## src/rtl/ps2_pkg.sv

```systemverilog
`default_nettype none
// ----------------------------------------------------------------------------
// ps2_pkg: shared types and constants for the PS/2 receive path.
// Revision: 1.0
// ----------------------------------------------------------------------------
package ps2_pkg;

  typedef enum logic [1:0] {
    ST_IDLE   = 2'd0,
    ST_DATA   = 2'd1,
    ST_PARITY = 2'd2,
    ST_STOP   = 2'd3
  } ps2_state_e;

  localparam logic [7:0] PS2_EXT = 8'hE0;
  localparam logic [7:0] PS2_BRK = 8'hF0;

  localparam int EV_W        = 10;
  localparam int EV_CODE_LSB = 0;
  localparam int EV_CODE_MSB = 7;
  localparam int EV_BRK_BIT  = 8;
  localparam int EV_EXT_BIT  = 9;

  function automatic logic [EV_W-1:0] pack_event(input logic [7:0] code,
                                                 input logic       brk,
                                                 input logic       ext);
    return {ext, brk, code};
  endfunction

endpackage
`default_nettype wire

```

## src/rtl/ps2_event_fifo.sv

```systemverilog
`default_nettype none
// ----------------------------------------------------------------------------
// ps2_event_fifo: synchronous event FIFO with registered head outputs.
// Revision: 1.0
// ----------------------------------------------------------------------------
module ps2_event_fifo
  import ps2_pkg::*;
#(
  parameter int FIFO_DEPTH = 4
) (
  input  logic            clk,
  input  logic            rst_n,
  input  logic            i_push,
  input  logic [EV_W-1:0] i_push_data,
  input  logic            i_pop,
  output logic            o_full,
  output logic            o_empty,
  output logic            o_head_valid,
  output logic [EV_W-1:0] o_head_data
);

  localparam int c_PTR_W = $clog2(FIFO_DEPTH);
  localparam int c_CNT_W = c_PTR_W + 1;

  logic [EV_W-1:0]    r_mem [FIFO_DEPTH];
  logic [c_PTR_W-1:0] r_wr_ptr;
  logic [c_PTR_W-1:0] r_rd_ptr;
  logic [c_CNT_W-1:0] r_count;
  logic               r_head_valid;
  logic [EV_W-1:0]    r_head_data;

  logic               w_pop;
  logic               w_push;
  logic [c_CNT_W-1:0] w_count_kept;
  logic [c_CNT_W-1:0] w_count_nxt;
  logic [c_PTR_W-1:0] w_rd_nxt;

  assign o_full       = (r_count == c_CNT_W'(FIFO_DEPTH));
  assign o_empty      = (r_count == '0);
  assign w_pop        = i_pop & r_head_valid;
  // A full FIFO still accepts a push when the head leaves in the same cycle.
  assign w_push       = i_push & (~o_full | w_pop);
  assign w_count_kept = r_count - c_CNT_W'(w_pop);
  assign w_count_nxt  = w_count_kept + c_CNT_W'(w_push);
  assign w_rd_nxt     = r_rd_ptr + c_PTR_W'(w_pop);

  always_ff @(posedge clk) begin
    if (w_push) begin
      r_mem[r_wr_ptr] <= i_push_data;
    end
  end

  always_ff @(posedge clk or negedge rst_n) begin
    if (!rst_n) begin
      r_wr_ptr     <= '0;
      r_rd_ptr     <= '0;
      r_count      <= '0;
      r_head_valid <= 1'b0;
      r_head_data  <= '0;
    end else begin
      if (w_push) begin
        r_wr_ptr <= r_wr_ptr + c_PTR_W'(1);
      end
      r_rd_ptr     <= w_rd_nxt;
      r_count      <= w_count_nxt;
      r_head_valid <= (w_count_nxt != '0);
      // Head comes from the incoming word when nothing older survives the pop.
      if (w_count_nxt == '0) begin
        r_head_data <= '0;
      end else if (w_count_kept == '0) begin
        r_head_data <= i_push_data;
      end else begin
        r_head_data <= r_mem[w_rd_nxt];
      end
    end
  end

  assign o_head_valid = r_head_valid;
  assign o_head_data  = r_head_data;

endmodule
`default_nettype wire

```

## src/rtl/ps2_scan_sequencer.sv

```systemverilog
`default_nettype none
// ----------------------------------------------------------------------------
// ps2_scan_sequencer: PS/2 frame receiver folding E0/F0 prefixes into key events.
// Revision: 1.0
// ----------------------------------------------------------------------------
module ps2_scan_sequencer
  import ps2_pkg::*;
#(
  parameter int TIMEOUT_CYC = 100000,
  parameter int FIFO_DEPTH  = 4
) (
  input  logic       CLOCK_50,
  input  logic       Resetn,
  input  logic       PS2_CLK,
  input  logic       PS2_DAT,
  output logic       ev_valid,
  input  logic       ev_ready,
  output logic [7:0] ev_code,
  output logic       ev_break,
  output logic       ev_ext,
  output logic       frame_err,
  output logic       overflow,
  output logic       busy
);

  localparam int                 c_TMO_W    = $clog2(TIMEOUT_CYC + 1);
  localparam logic [c_TMO_W-1:0] c_TMO_LAST = c_TMO_W'(TIMEOUT_CYC - 1);

  logic [1:0]         r_clk_sync;
  logic [1:0]         r_dat_sync;
  logic               r_clk_prev;
  ps2_state_e         r_state;
  logic [2:0]         r_bit_cnt;
  logic [7:0]         r_shift;
  logic               r_parity;
  logic [c_TMO_W-1:0] r_tmo_cnt;
  logic               r_ext_pend;
  logic               r_brk_pend;
  logic               r_frame_err;
  logic               r_push;
  logic [EV_W-1:0]    r_push_data;
  logic               r_overflow;

  ps2_state_e         w_state_nxt;
  logic [2:0]         w_bit_nxt;
  logic [7:0]         w_shift_nxt;
  logic               w_par_nxt;
  logic [c_TMO_W-1:0] w_tmo_nxt;
  logic               w_ext_nxt;
  logic               w_brk_nxt;
  logic               w_err_nxt;
  logic               w_push_nxt;
  logic [EV_W-1:0]    w_pdata_nxt;

  logic               w_fall;
  logic               w_dat;
  logic               w_frame_ok;
  logic               w_fifo_full;
  logic               w_fifo_empty;
  logic [EV_W-1:0]    w_head;

  assign w_fall     = r_clk_prev & ~r_clk_sync[1];
  assign w_dat      = r_dat_sync[1];
  assign w_frame_ok = (^{r_shift, r_parity}) & w_dat;

  always_ff @(posedge CLOCK_50 or negedge Resetn) begin
    if (!Resetn) begin
      r_clk_sync  <= 2'b11;
      r_dat_sync  <= 2'b11;
      r_clk_prev  <= 1'b1;
      r_state     <= ST_IDLE;
      r_bit_cnt   <= '0;
      r_shift     <= '0;
      r_parity    <= 1'b0;
      r_tmo_cnt   <= '0;
      r_ext_pend  <= 1'b0;
      r_brk_pend  <= 1'b0;
      r_frame_err <= 1'b0;
      r_push      <= 1'b0;
      r_push_data <= '0;
    end else begin
      r_clk_sync  <= {r_clk_sync[0], PS2_CLK};
      r_dat_sync  <= {r_dat_sync[0], PS2_DAT};
      r_clk_prev  <= r_clk_sync[1];
      r_state     <= w_state_nxt;
      r_bit_cnt   <= w_bit_nxt;
      r_shift     <= w_shift_nxt;
      r_parity    <= w_par_nxt;
      r_tmo_cnt   <= w_tmo_nxt;
      r_ext_pend  <= w_ext_nxt;
      r_brk_pend  <= w_brk_nxt;
      r_frame_err <= w_err_nxt;
      r_push      <= w_push_nxt;
      r_push_data <= w_pdata_nxt;
    end
  end

  always_comb begin
    w_state_nxt = r_state;
    w_bit_nxt   = r_bit_cnt;
    w_shift_nxt = r_shift;
    w_par_nxt   = r_parity;
    w_tmo_nxt   = r_tmo_cnt + c_TMO_W'(1);
    w_ext_nxt   = r_ext_pend;
    w_brk_nxt   = r_brk_pend;
    w_err_nxt   = 1'b0;
    w_push_nxt  = 1'b0;
    w_pdata_nxt = r_push_data;

    if (w_fall) begin
      w_tmo_nxt = '0;
    end

    case (r_state)
      ST_IDLE: begin
        w_tmo_nxt = '0;
        if (w_fall && !w_dat) begin
          w_state_nxt = ST_DATA;
          w_bit_nxt   = '0;
        end
      end
      ST_DATA: begin
        if (w_fall) begin
          w_shift_nxt = {w_dat, r_shift[7:1]};
          w_bit_nxt   = r_bit_cnt + 3'd1;
          if (r_bit_cnt == 3'd7) begin
            w_state_nxt = ST_PARITY;
          end
        end
      end
      ST_PARITY: begin
        if (w_fall) begin
          w_par_nxt   = w_dat;
          w_state_nxt = ST_STOP;
        end
      end
      ST_STOP: begin
        if (w_fall) begin
          w_state_nxt = ST_IDLE;
          if (!w_frame_ok) begin
            w_err_nxt = 1'b1;
            w_ext_nxt = 1'b0;
            w_brk_nxt = 1'b0;
          end else if (r_shift == PS2_EXT) begin
            w_ext_nxt = 1'b1;
          end else if (r_shift == PS2_BRK) begin
            w_brk_nxt = 1'b1;
          end else begin
            w_push_nxt  = 1'b1;
            w_pdata_nxt = pack_event(r_shift, r_brk_pend, r_ext_pend);
            w_ext_nxt   = 1'b0;
            w_brk_nxt   = 1'b0;
          end
        end
      end
      default: begin
        w_state_nxt = ST_IDLE;
      end
    endcase

    // A stalled frame is abandoned along with any prefix it was completing.
    if ((r_state != ST_IDLE) && !w_fall && (r_tmo_cnt == c_TMO_LAST)) begin
      w_state_nxt = ST_IDLE;
      w_tmo_nxt   = '0;
      w_err_nxt   = 1'b1;
      w_ext_nxt   = 1'b0;
      w_brk_nxt   = 1'b0;
    end
  end

  ps2_event_fifo #(
    .FIFO_DEPTH (FIFO_DEPTH)
  ) u_fifo (
    .clk          (CLOCK_50),
    .rst_n        (Resetn),
    .i_push       (r_push),
    .i_push_data  (r_push_data),
    .i_pop        (ev_ready),
    .o_full       (w_fifo_full),
    .o_empty      (w_fifo_empty),
    .o_head_valid (ev_valid),
    .o_head_data  (w_head)
  );

  always_ff @(posedge CLOCK_50 or negedge Resetn) begin
    if (!Resetn) begin
      r_overflow <= 1'b0;
    end else if (r_push && w_fifo_full && !(ev_ready && !w_fifo_empty)) begin
      r_overflow <= 1'b1;
    end
  end

  assign ev_code   = w_head[EV_CODE_MSB:EV_CODE_LSB];
  assign ev_break  = w_head[EV_BRK_BIT];
  assign ev_ext    = w_head[EV_EXT_BIT];
  assign frame_err = r_frame_err;
  assign overflow  = r_overflow;
  assign busy      = (r_state != ST_IDLE);

endmodule
`default_nettype wire

```

## config.mk

```make
export PLATFORM = sky130hd
export DESIGN_NAME = ps2_scan_sequencer
export DESIGN_NICKNAME = d
export VERILOG_FILES = /design/src/rtl/ps2_pkg.sv /design/src/rtl/ps2_event_fifo.sv /design/src/rtl/ps2_scan_sequencer.sv
export SDC_FILE = /design/constraint.sdc
export NUM_CORES = 1
export LEC_CHECK = 0
export BUFFER_PORTS_ARGS = -buffer_cell sky130_fd_sc_hd__buf_2
export CAP_MARGIN = 5
export CORE_MARGIN = 2
export CORE_UTILIZATION = 60
export DETAILED_ROUTE_END_ITERATION = 12
export PLACE_DENSITY = 0.87
export SLEW_MARGIN = 20
export SYNTH_ARGS = -nofsm -noshare
export SYNTH_HDL_FRONTEND = slang
export SYNTH_SLANG_ARGS = --single-unit
```

## constraint.sdc

```tcl
create_clock -name CLOCK_50 -period 2.7 [get_ports CLOCK_50]
set_input_delay 0.135 -clock CLOCK_50 [delete_from_list [all_inputs] [get_ports CLOCK_50]]
set_output_delay 0.135 -clock CLOCK_50 [all_outputs]
set_load 0.01 [all_outputs]
```

==> metrics.log, run 1 <==
[metrics] number of cells in the design after placement: 448
[metrics] Hold Path Cell Cnt: 3
[metrics] Max IR drop VDD: 0.423 mV
[metrics] switching share of total power: 0.344
[metrics] critical setup path kind: flip-flop to flip-flop
[metrics] share of flip-flops with an asynchronous set or reset after synthesis: 0.633
[metrics] list of most frequent post-synthesis cells: 64 x sky130_fd_sc_hd__dfrtp_1, 40 x sky130_fd_sc_hd__edfxtp_1, 33 x sky130_fd_sc_hd__nor2_1
[metrics] total global routing overflow: 0
[metrics] run status: finished clean
[metrics] MaxCap Viol Count: 0
[metrics] Mapped Area: 4660 um^2
[metrics] post-route fraction of the period consumed by the critical path: 0.818
[metrics] Max Transition Viols Final: 0
[metrics] number of enable flip-flop cells after synthesis: 40
[metrics] global placer's final weighted congestion: 0.857
[metrics] largest cells by area after synthesis: sky130_fd_sc_hd__dfrtp_1 34%, sky130_fd_sc_hd__edfxtp_1 26%, sky130_fd_sc_hd__mux4_2 4.8%
[metrics] Static Leakage: 2.19 nW
[metrics] worst hold path startpoint: ev_ready
[metrics] instance area after placement: 4880 um^2
[metrics] worst slew pin tran: 0.547 ns
[metrics] clock input transition at the sequential cells of the worst setup and hold paths: 0.11 ns
[metrics] share of power burned in registers: 0.451
[metrics] most common cell in the netlist: sky130_fd_sc_hd__dfrtp_1
[metrics] maximum buffer depth of the clock tree: 2
[metrics] sum of met3 wire segment lengths after detailed routing: 271 um
[metrics] post-detailed-routing wire length: 7.95 mm
[metrics] hold crit path type: primary input to flip-flop
[metrics] H-tree lvl count: 3
[metrics] IO Port Bufs: 18
[metrics] Vert. Die Dim: 92.1 um
[metrics] drt initial violations: 136
[metrics] highest signal layer in the routed design: met4
[metrics] terminus of the critical flop-to-flop path: r_tmo_cnt[12]
[metrics] via count of the first global-routing pass: 2,770
[metrics] number of vias after detailed routing: 2,641
[metrics] largest area contributor in the synthesized netlist: sky130_fd_sc_hd__dfrtp_1
[metrics] drt drc: 0
[metrics] number of fill cells in the layout: 526
[metrics] global routing usage summed across all routing layers: 0.210
[metrics] Root Buffer Master: sky130_fd_sc_hd__clkbuf_8
[metrics] maximum number of pins on one net before global-route repair: 26
[metrics] Worst Setup Start Kind: flip-flop
[metrics] DR vias/cell: 5.66
[metrics] post-synthesis area per instance: 14.1 um^2
[metrics] Worst-Skew Late Latency: 0.38 ns
[metrics] post-CTS setup-driven buffer insertion count: 0
[metrics] final count of negative-setup-slack endpoints: 0
[metrics] unrepaired setup endpoints after global routing: false
[metrics] number of CTS-inserted buffers: 9
[metrics] Most used DFF post-synth: sky130_fd_sc_hd__dfrtp_1
[metrics] combinational share of power: 0.347
[metrics] first-pass GRT wire length: 13.5 mm
[metrics] Routed wire per std cell: 17.0 um
[metrics] reg-to-reg setup timing slack: 0.49 ns
[metrics] syn_nets: 351
[metrics] data arrival time at the worst-slack endpoint: 2.46 ns
[metrics] relative contribution of the clock network to total power: 0.201
[metrics] Layout area overhead: 9.81%
[metrics] number of warnings reported in the yosys synthesis log: 0
[metrics] hold violation total from the final report: 0
[metrics] setup tns final: 0 ns
[metrics] Synth Instances: 330
[metrics] power per cell area: 947 nW/um^2
[metrics] number of standard-cell rows in the floorplan: 32
[metrics] half-perimeter wire length after placement: 5.41 mm
[metrics] Initial Utilization: 0.612
[metrics] routed length on met2: 4.04 mm
[metrics] library cells used by synthesis: 43
[metrics] number of register bits inferred by synthesis: 109
[metrics] number of antenna violations at the first check in global routing: 0
[metrics] final instance area: 5110 um^2
[metrics] sequential area share after synthesis: 0.630
[metrics] area fraction of the dominant cell type after synthesis: 0.344
[metrics] # clock sinks: 109
[metrics] slew margin rel.: 0.635
[metrics] CTS tree: yes
[metrics] maximum achievable frequency: 0.453 GHz
[metrics] category of the worst setup path capture point: flip-flop
[metrics] Detailed Routing Iterations Pass 1: 4
[metrics] layout cells sized above 1: 0.211
[metrics] number of antenna repair diodes: 0
[metrics] antenna-violating nets left: 0
[metrics] final clock skew: 0.0116 ns
[metrics] Hold Crit Endpoint: overflow
[metrics] Final min period: 2.21 ns
[metrics] switching component of the power: 0.00167 W
[metrics] Req. time, crit path: 2.95 ns
[metrics] standard cell core area: 7610 um^2
[metrics] critical path peak fanout: 15
[metrics] cell count of the worst reg-to-reg path: 5
[metrics] die outline width: 92.1 um
[metrics] Final Non-Filler Cells: 467
[metrics] number of top-level pins: 19
[metrics] Layout Nets: 381
[metrics] floorplan die area: 8480 um^2
[metrics] metal1 wirelength: 3.47 mm
[metrics] origin of the critical flop-to-flop path: r_tmo_cnt[5]
[metrics] Power Internal: 0.00317 W
==> cells by family after synthesis <==
kind of cell / count (synthesis) / share of synthesized area
DFF: 109 / 0.630
and+or+nand+nor: 95 / 0.0997
muxes: 39 / 0.121
xor gates and xnor gates: 26 / 0.0535
buffers and inverters: 26 / 0.0234
AOI/OAI and AO/OA: 19 / 0.0296
adders and majority gates: 16 / 0.0430
==> metrics by stage <==
| stage | power [W] | worst slack, ns | util | hold slack, ns |
|---|---|---|---|---|
| after CTS | 0.00487 | 0.505 | 0.672 | 0.0738 |
| final | 0.00484 | 0.491 | 0.672 | 0.0903 |
| after floorplan | 0.00345 | 0.674 | - | -0.161 |
| after global placement | 0.00377 | 0.600 | 0.642 | 0.120 |
| after global routing | 0.00514 | 0.273 | 0.672 | 0.0920 |
| after detailed placement | 0.00390 | 0.508 | 0.642 | 0.125 |
==> state kept, by name, summed over array words and instances, names as in the netlist, 2 cells and up <==
name                cells
u_fifo.o_head_data     10
r_dat_sync              2
r_state                 2
u_fifo.r_wr_ptr         2
u_fifo.r_mem           40
r_clk_sync              2
r_tmo_cnt              17
u_fifo.r_count          3
u_fifo.r_rd_ptr         2
r_bit_cnt               3
r_push_data            10
r_shift                 8
==> worst max-delay path: stages, from the launching register on <==
cell                      delay (ns)
sky130_fd_sc_hd__dfrtp_1        0.44
sky130_fd_sc_hd__or4_1          0.54
sky130_fd_sc_hd__nor3_1         0.31
sky130_fd_sc_hd__nand4_1        0.21
sky130_fd_sc_hd__nand2_1        0.46
sky130_fd_sc_hd__nor2_1         0.11
==> power groups by stage <==
stage	Clock [W]	Sequential [W]	Combinational, W
floorplan	0	0.00219	0.00126
global placement	0	0.00219	0.00158
detailed placement	0	0.00222	0.00168
CTS	0.000995	0.00218	0.00169
global route	0.00106	0.00222	0.00186
finish	0.000974	0.00218	0.00168
==> placed cells by master (no fill, tap or decap), types with 8 or more instances in the layout <==
master and count:
sky130_fd_sc_hd__and3_1 8, sky130_fd_sc_hd__buf_2 18, sky130_fd_sc_hd__clkbuf_8 9, sky130_fd_sc_hd__dfrtp_1 64
sky130_fd_sc_hd__edfxtp_1 40, sky130_fd_sc_hd__ha_1 16, sky130_fd_sc_hd__inv_1 17, sky130_fd_sc_hd__mux2_2 10
sky130_fd_sc_hd__mux2i_1 12, sky130_fd_sc_hd__mux4_2 10, sky130_fd_sc_hd__nand2_1 18, sky130_fd_sc_hd__nor2_1 33
sky130_fd_sc_hd__nor3_1 10, sky130_fd_sc_hd__xnor2_1 15, sky130_fd_sc_hd__xor2_1 9
==> routing by layer <==
metal | GRT usage | vias to the layer above
met5 | 0 | -
met4 | 0.0920 | 0
met3 | 0.0394 | 12
met2 | 0.359 | 58
met1 | 0.263 | 1342
li1 | - | 1229
==> worst max-delay path by stage <==
stage | slack, ns | cells after the start | from | endpoint
finish | 0.49 | 5 | r_tmo_cnt[5] | r_tmo_cnt[12]
global route | 0.27 | 5 | r_tmo_cnt[5] | r_tmo_cnt[8]
CTS | 0.51 | 5 | r_tmo_cnt[5] | r_tmo_cnt[12]
detailed placement | 0.51 | 5 | r_shift[4] | r_push_data[6]
global placement | 0.60 | 5 | r_shift[4] | r_push_data[6]
floorplan | 0.67 | 7 | u_fifo.r_count[2] | u_fifo.o_head_data[0]
==> layout make-up <==
| cell class | count | area [um^2] | area share |
|---|---|---|---|
| timing repair buffer | 28 | 173 | 0.0338 |
| inverter | 17 | 63.8 | 0.0125 |
| tap | 102 | 128 | 0.0250 |
| clock buffer | 9 | 124 | 0.0242 |
| sequential | 109 | 2930 | 0.574 |
| multi-input combinational | 195 | 1610 | 0.316 |
| clock inverter | 7 | 77.6 | 0.0152 |
==> what timing repair did <==
item                      4_1_cts  5_1_grt
hold endpoints to repair       21        0
hold buffers                    3        0
resized for setup               0        0
Note: power is estimated with default switching activity, not from simulation.
==> run 2: changes to the inputs <==
- ABC_AREA: unset -> 1
- clock period: 2.7 -> 2.19 ns (I/O delays scaled with it)
==> run 2 against run 1 <==
Against the previous run:
- first-iteration DRC count up 22%
- setup slack got worse by 0.27 ns
- register-to-register slack worse by 0.27 ns
- clock skew increased by 0.0084 ns
- largest cell class unchanged
- via count is 24% higher
- non-clock buffer count is 5 higher
- critical endpoint is now u_fifo.o_head_data[2]
- flip-flop and latch count did not move
==> metrics.log, run 2 <==
[metrics] drt initial violations: 166
[metrics] origin of the critical flop-to-flop path: u_fifo.o_head_valid
[metrics] most common cell after layout, fill and taps aside: sky130_fd_sc_hd__nand2_1
[metrics] largest register by flop count: u_fifo.r_mem
[metrics] syn_nets: 489
[metrics] final count of negative-setup-slack endpoints: 0
[metrics] number of antenna violations at the first check in global routing: 0
[metrics] Static Leakage: 2.40 nW
[metrics] data arrival time at the worst-slack endpoint: 2.23 ns
[metrics] standard cell core area: 7810 um^2
[metrics] library cells used by synthesis: 37
[metrics] number of top-level pins: 19
[metrics] largest registers: u_fifo.r_mem (40), r_tmo_cnt (17)
[metrics] commonest cells after routing, fill and taps aside: 108 x sky130_fd_sc_hd__nand2_1, 64 x sky130_fd_sc_hd__dfrtp_1, 48 x sky130_fd_sc_hd__inv_1, 40 x sky130_fd_sc_hd__edfxtp_1, 36 x sky130_fd_sc_hd__nor2_1
[metrics] maximum buffer depth of the clock tree: 2
[metrics] number of register bits inferred by synthesis: 109
[metrics] post-synthesis area per instance: 10.4 um^2
[metrics] Root Buffer Master: sky130_fd_sc_hd__clkbuf_8
[metrics] reg-to-reg setup timing slack: 0.22 ns
[metrics] share of flip-flops with an asynchronous set or reset after synthesis: 0.633
[metrics] category of the worst setup path capture point: flip-flop
[metrics] global routing usage summed across all routing layers: 0.212
[metrics] switching component of the power: 0.00238 W
[metrics] floorplan die area: 8840 um^2
[metrics] Hold Crit Endpoint: overflow
[metrics] Power Internal: 0.00380 W
[metrics] largest cells by area after synthesis: sky130_fd_sc_hd__dfrtp_1 33%, sky130_fd_sc_hd__edfxtp_1 25%, sky130_fd_sc_hd__nand2_1 8.3%
[metrics] antenna-violating nets left: 0
[metrics] worst slew pin tran: 0.452 ns
[metrics] unrepaired setup endpoints after global routing: false
[metrics] critical setup path kind: flip-flop to flip-flop
[metrics] Max IR drop VDD: 0.634 mV
[metrics] Post-CTS Resized: 0
[metrics] Mapped Area: 4860 um^2
[metrics] number of CTS-inserted buffers: 9
[metrics] number of antenna repair diodes: 0
[metrics] Max Transition Viols Final: 0
[metrics] terminus of the critical flop-to-flop path: u_fifo.o_head_data[2]
[metrics] H-tree lvl count: 3
[metrics] layout cells sized above 1: 0.150
[metrics] CTS tree: yes
[metrics] hold crit path type: primary input to flip-flop
[metrics] Most used DFF post-synth: sky130_fd_sc_hd__dfrtp_1
[metrics] largest area contributor in the synthesized netlist: sky130_fd_sc_hd__dfrtp_1
[metrics] number of vias after detailed routing: 3,270
[metrics] Synth Instances: 468
[metrics] share of the core filled with cells: 0.688
[metrics] total global routing overflow: 0
[metrics] Worst-Skew Late Latency: 0.39 ns
[metrics] relative contribution of the clock network to total power: 0.198
[metrics] first-pass GRT wire length: 14.5 mm
[metrics] Worst Setup Start Kind: flip-flop
[metrics] worst hold path startpoint: ev_ready
[metrics] power per cell area: 1150 nW/um^2
[metrics] slew margin rel.: 0.699
[metrics] final clock skew: 0.0200 ns
[metrics] number of standard-cell rows in the floorplan: 32
[metrics] via count of the first global-routing pass: 3,281
[metrics] Req. time, crit path: 2.46 ns
[metrics] most common cell in the netlist: sky130_fd_sc_hd__nand2_1
[metrics] half-perimeter wire length after placement: 6.11 mm
[metrics] number of flip-flops under the largest register name: 40
[metrics] Layout Nets: 524
[metrics] critical path peak fanout: 11
[metrics] cell count of the worst reg-to-reg path: 9
[metrics] setup tns final: 0 ns
[metrics] area fraction of the dominant cell type after synthesis: 0.329
[metrics] # clock sinks: 109
[metrics] die outline width: 94.0 um
[metrics] MaxCap Viol Count: 0
[metrics] run status: finished clean
[metrics] DR vias/cell: 5.36
[metrics] Hold Path Cell Cnt: 3
[metrics] hold violation total from the final report: 0
[metrics] post-route fraction of the period consumed by the critical path: 0.897
[metrics] Detailed Routing Iterations Pass 1: 4
[metrics] Layout area overhead: 10.4%
[metrics] share of power burned in registers: 0.438
[metrics] combinational share of power: 0.364
[metrics] global placer's final weighted congestion: 0.868
[metrics] Initial Utilization: 0.623
[metrics] drt drc: 0
[metrics] number of fill cells in the layout: 563
[metrics] sequential area share after synthesis: 0.603
[metrics] clock input transition at the sequential cells of the worst setup and hold paths: 0.11 ns
[metrics] number of enable flip-flop cells after synthesis: 40
[metrics] list of most frequent post-synthesis cells: 108 x sky130_fd_sc_hd__nand2_1, 64 x sky130_fd_sc_hd__dfrtp_1, 48 x sky130_fd_sc_hd__inv_1
[metrics] maximum achievable frequency: 0.509 GHz
[metrics] Final min period: 1.97 ns
[metrics] Routed wire per std cell: 13.9 um
[metrics] IO Port Bufs: 18
[metrics] maximum number of pins on one net before global-route repair: 31
[metrics] post-detailed-routing wire length: 8.50 mm
[metrics] switching share of total power: 0.385
[metrics] number of warnings reported in the yosys synthesis log: 0
[metrics] Vert. Die Dim: 94.0 um
[run 2: what timing repair did]
item | in CTS | in global routing
endpoints found under the hold margin | 18 | 0
hold buffers | 3 | 0
setup buffers | 0 | 0
[run 2: power groups by stage]
stage               sequential, W  combinational (W)  clock, W
floorplan                 0.00274            0.00163         0
global placement          0.00272            0.00211         0
detailed placement        0.00274            0.00224         0
CTS                       0.00270            0.00225   0.00124
global route              0.00275            0.00254   0.00133
finish                    0.00271            0.00225   0.00122
[run 2: cell families (layout without fill, tap and decap cells)]
logic type | after synthesis | in the layout | synth area share
buf+inv | 62 | 102 | 0.0512
xor+xnor | 9 | 9 | 0.0162
compound gates | 51 | 51 | 0.0633
mux | 21 | 21 | 0.0435
fa+ha+maj | 16 | 16 | 0.0412
simple gates | 200 | 200 | 0.182
flops | 109 | 109 | 0.603
[run 2: layout make-up]
class                   count  area [um^2]  area share
flip-flops and latches    109         2930       0.546
inverters                  53          199      0.0370
clock inverters             7         83.8      0.0156
repair buffers             33          223      0.0415
clock buffers               9          124      0.0231
multi-input cells         297         1680       0.313
well taps                 102          128      0.0238
[run 2: how the worst max path moves through the flow]
stage / from / endpoint / slack (ns) / cells past startpoint
2_1_floorplan: u_fifo.o_head_valid / u_fifo.o_head_data[0] / 0.29 / 9
3_3_place_gp: u_fifo.o_head_valid / u_fifo.o_head_data[6] / 0.35 / 9
3_5_place_dp: u_fifo.o_head_valid / u_fifo.o_head_data[3] / 0.21 / 9
4_1_cts: u_fifo.o_head_valid / u_fifo.o_head_data[3] / 0.19 / 10
5_1_grt: u_fifo.o_head_valid / u_fifo.o_head_data[2] / 0.06 / 9
6_report: u_fifo.o_head_valid / u_fifo.o_head_data[2] / 0.22 / 9
[run 2: metrics by stage]
step                setup WS [ns]  cell area [um^2]  power [W]  instances  hold slack, ns
floorplan                   0.294              4860    0.00437        468          -0.186
global placement            0.346              5130    0.00483        591          0.0782
detailed placement          0.210              5130    0.00499        591          0.0800
CTS                         0.195              5370    0.00620        610          0.0571
global route               0.0644              5370    0.00662        610          0.0735
finish                      0.225              5370    0.00618        610          0.0747
[run 2: worst max-delay path: stages, from the launching register on]
cell                      delay, ns
sky130_fd_sc_hd__dfrtp_1       0.39
sky130_fd_sc_hd__nand2_1       0.09
sky130_fd_sc_hd__inv_1         0.07
sky130_fd_sc_hd__ha_1          0.19
sky130_fd_sc_hd__ha_1          0.30
sky130_fd_sc_hd__inv_1         0.05
sky130_fd_sc_hd__ha_1          0.31
sky130_fd_sc_hd__nor3_1        0.19
sky130_fd_sc_hd__buf_4         0.20
sky130_fd_sc_hd__a21oi_1       0.06
[run 2: routing by layer]
layer  global-route usage  up-vias  wire, um
met5                    0        -         0
met2                0.373       67      4500
met1                0.257     1574      3570
met4               0.0966        0       123
li1                     -     1620         -
met3               0.0345        9       307
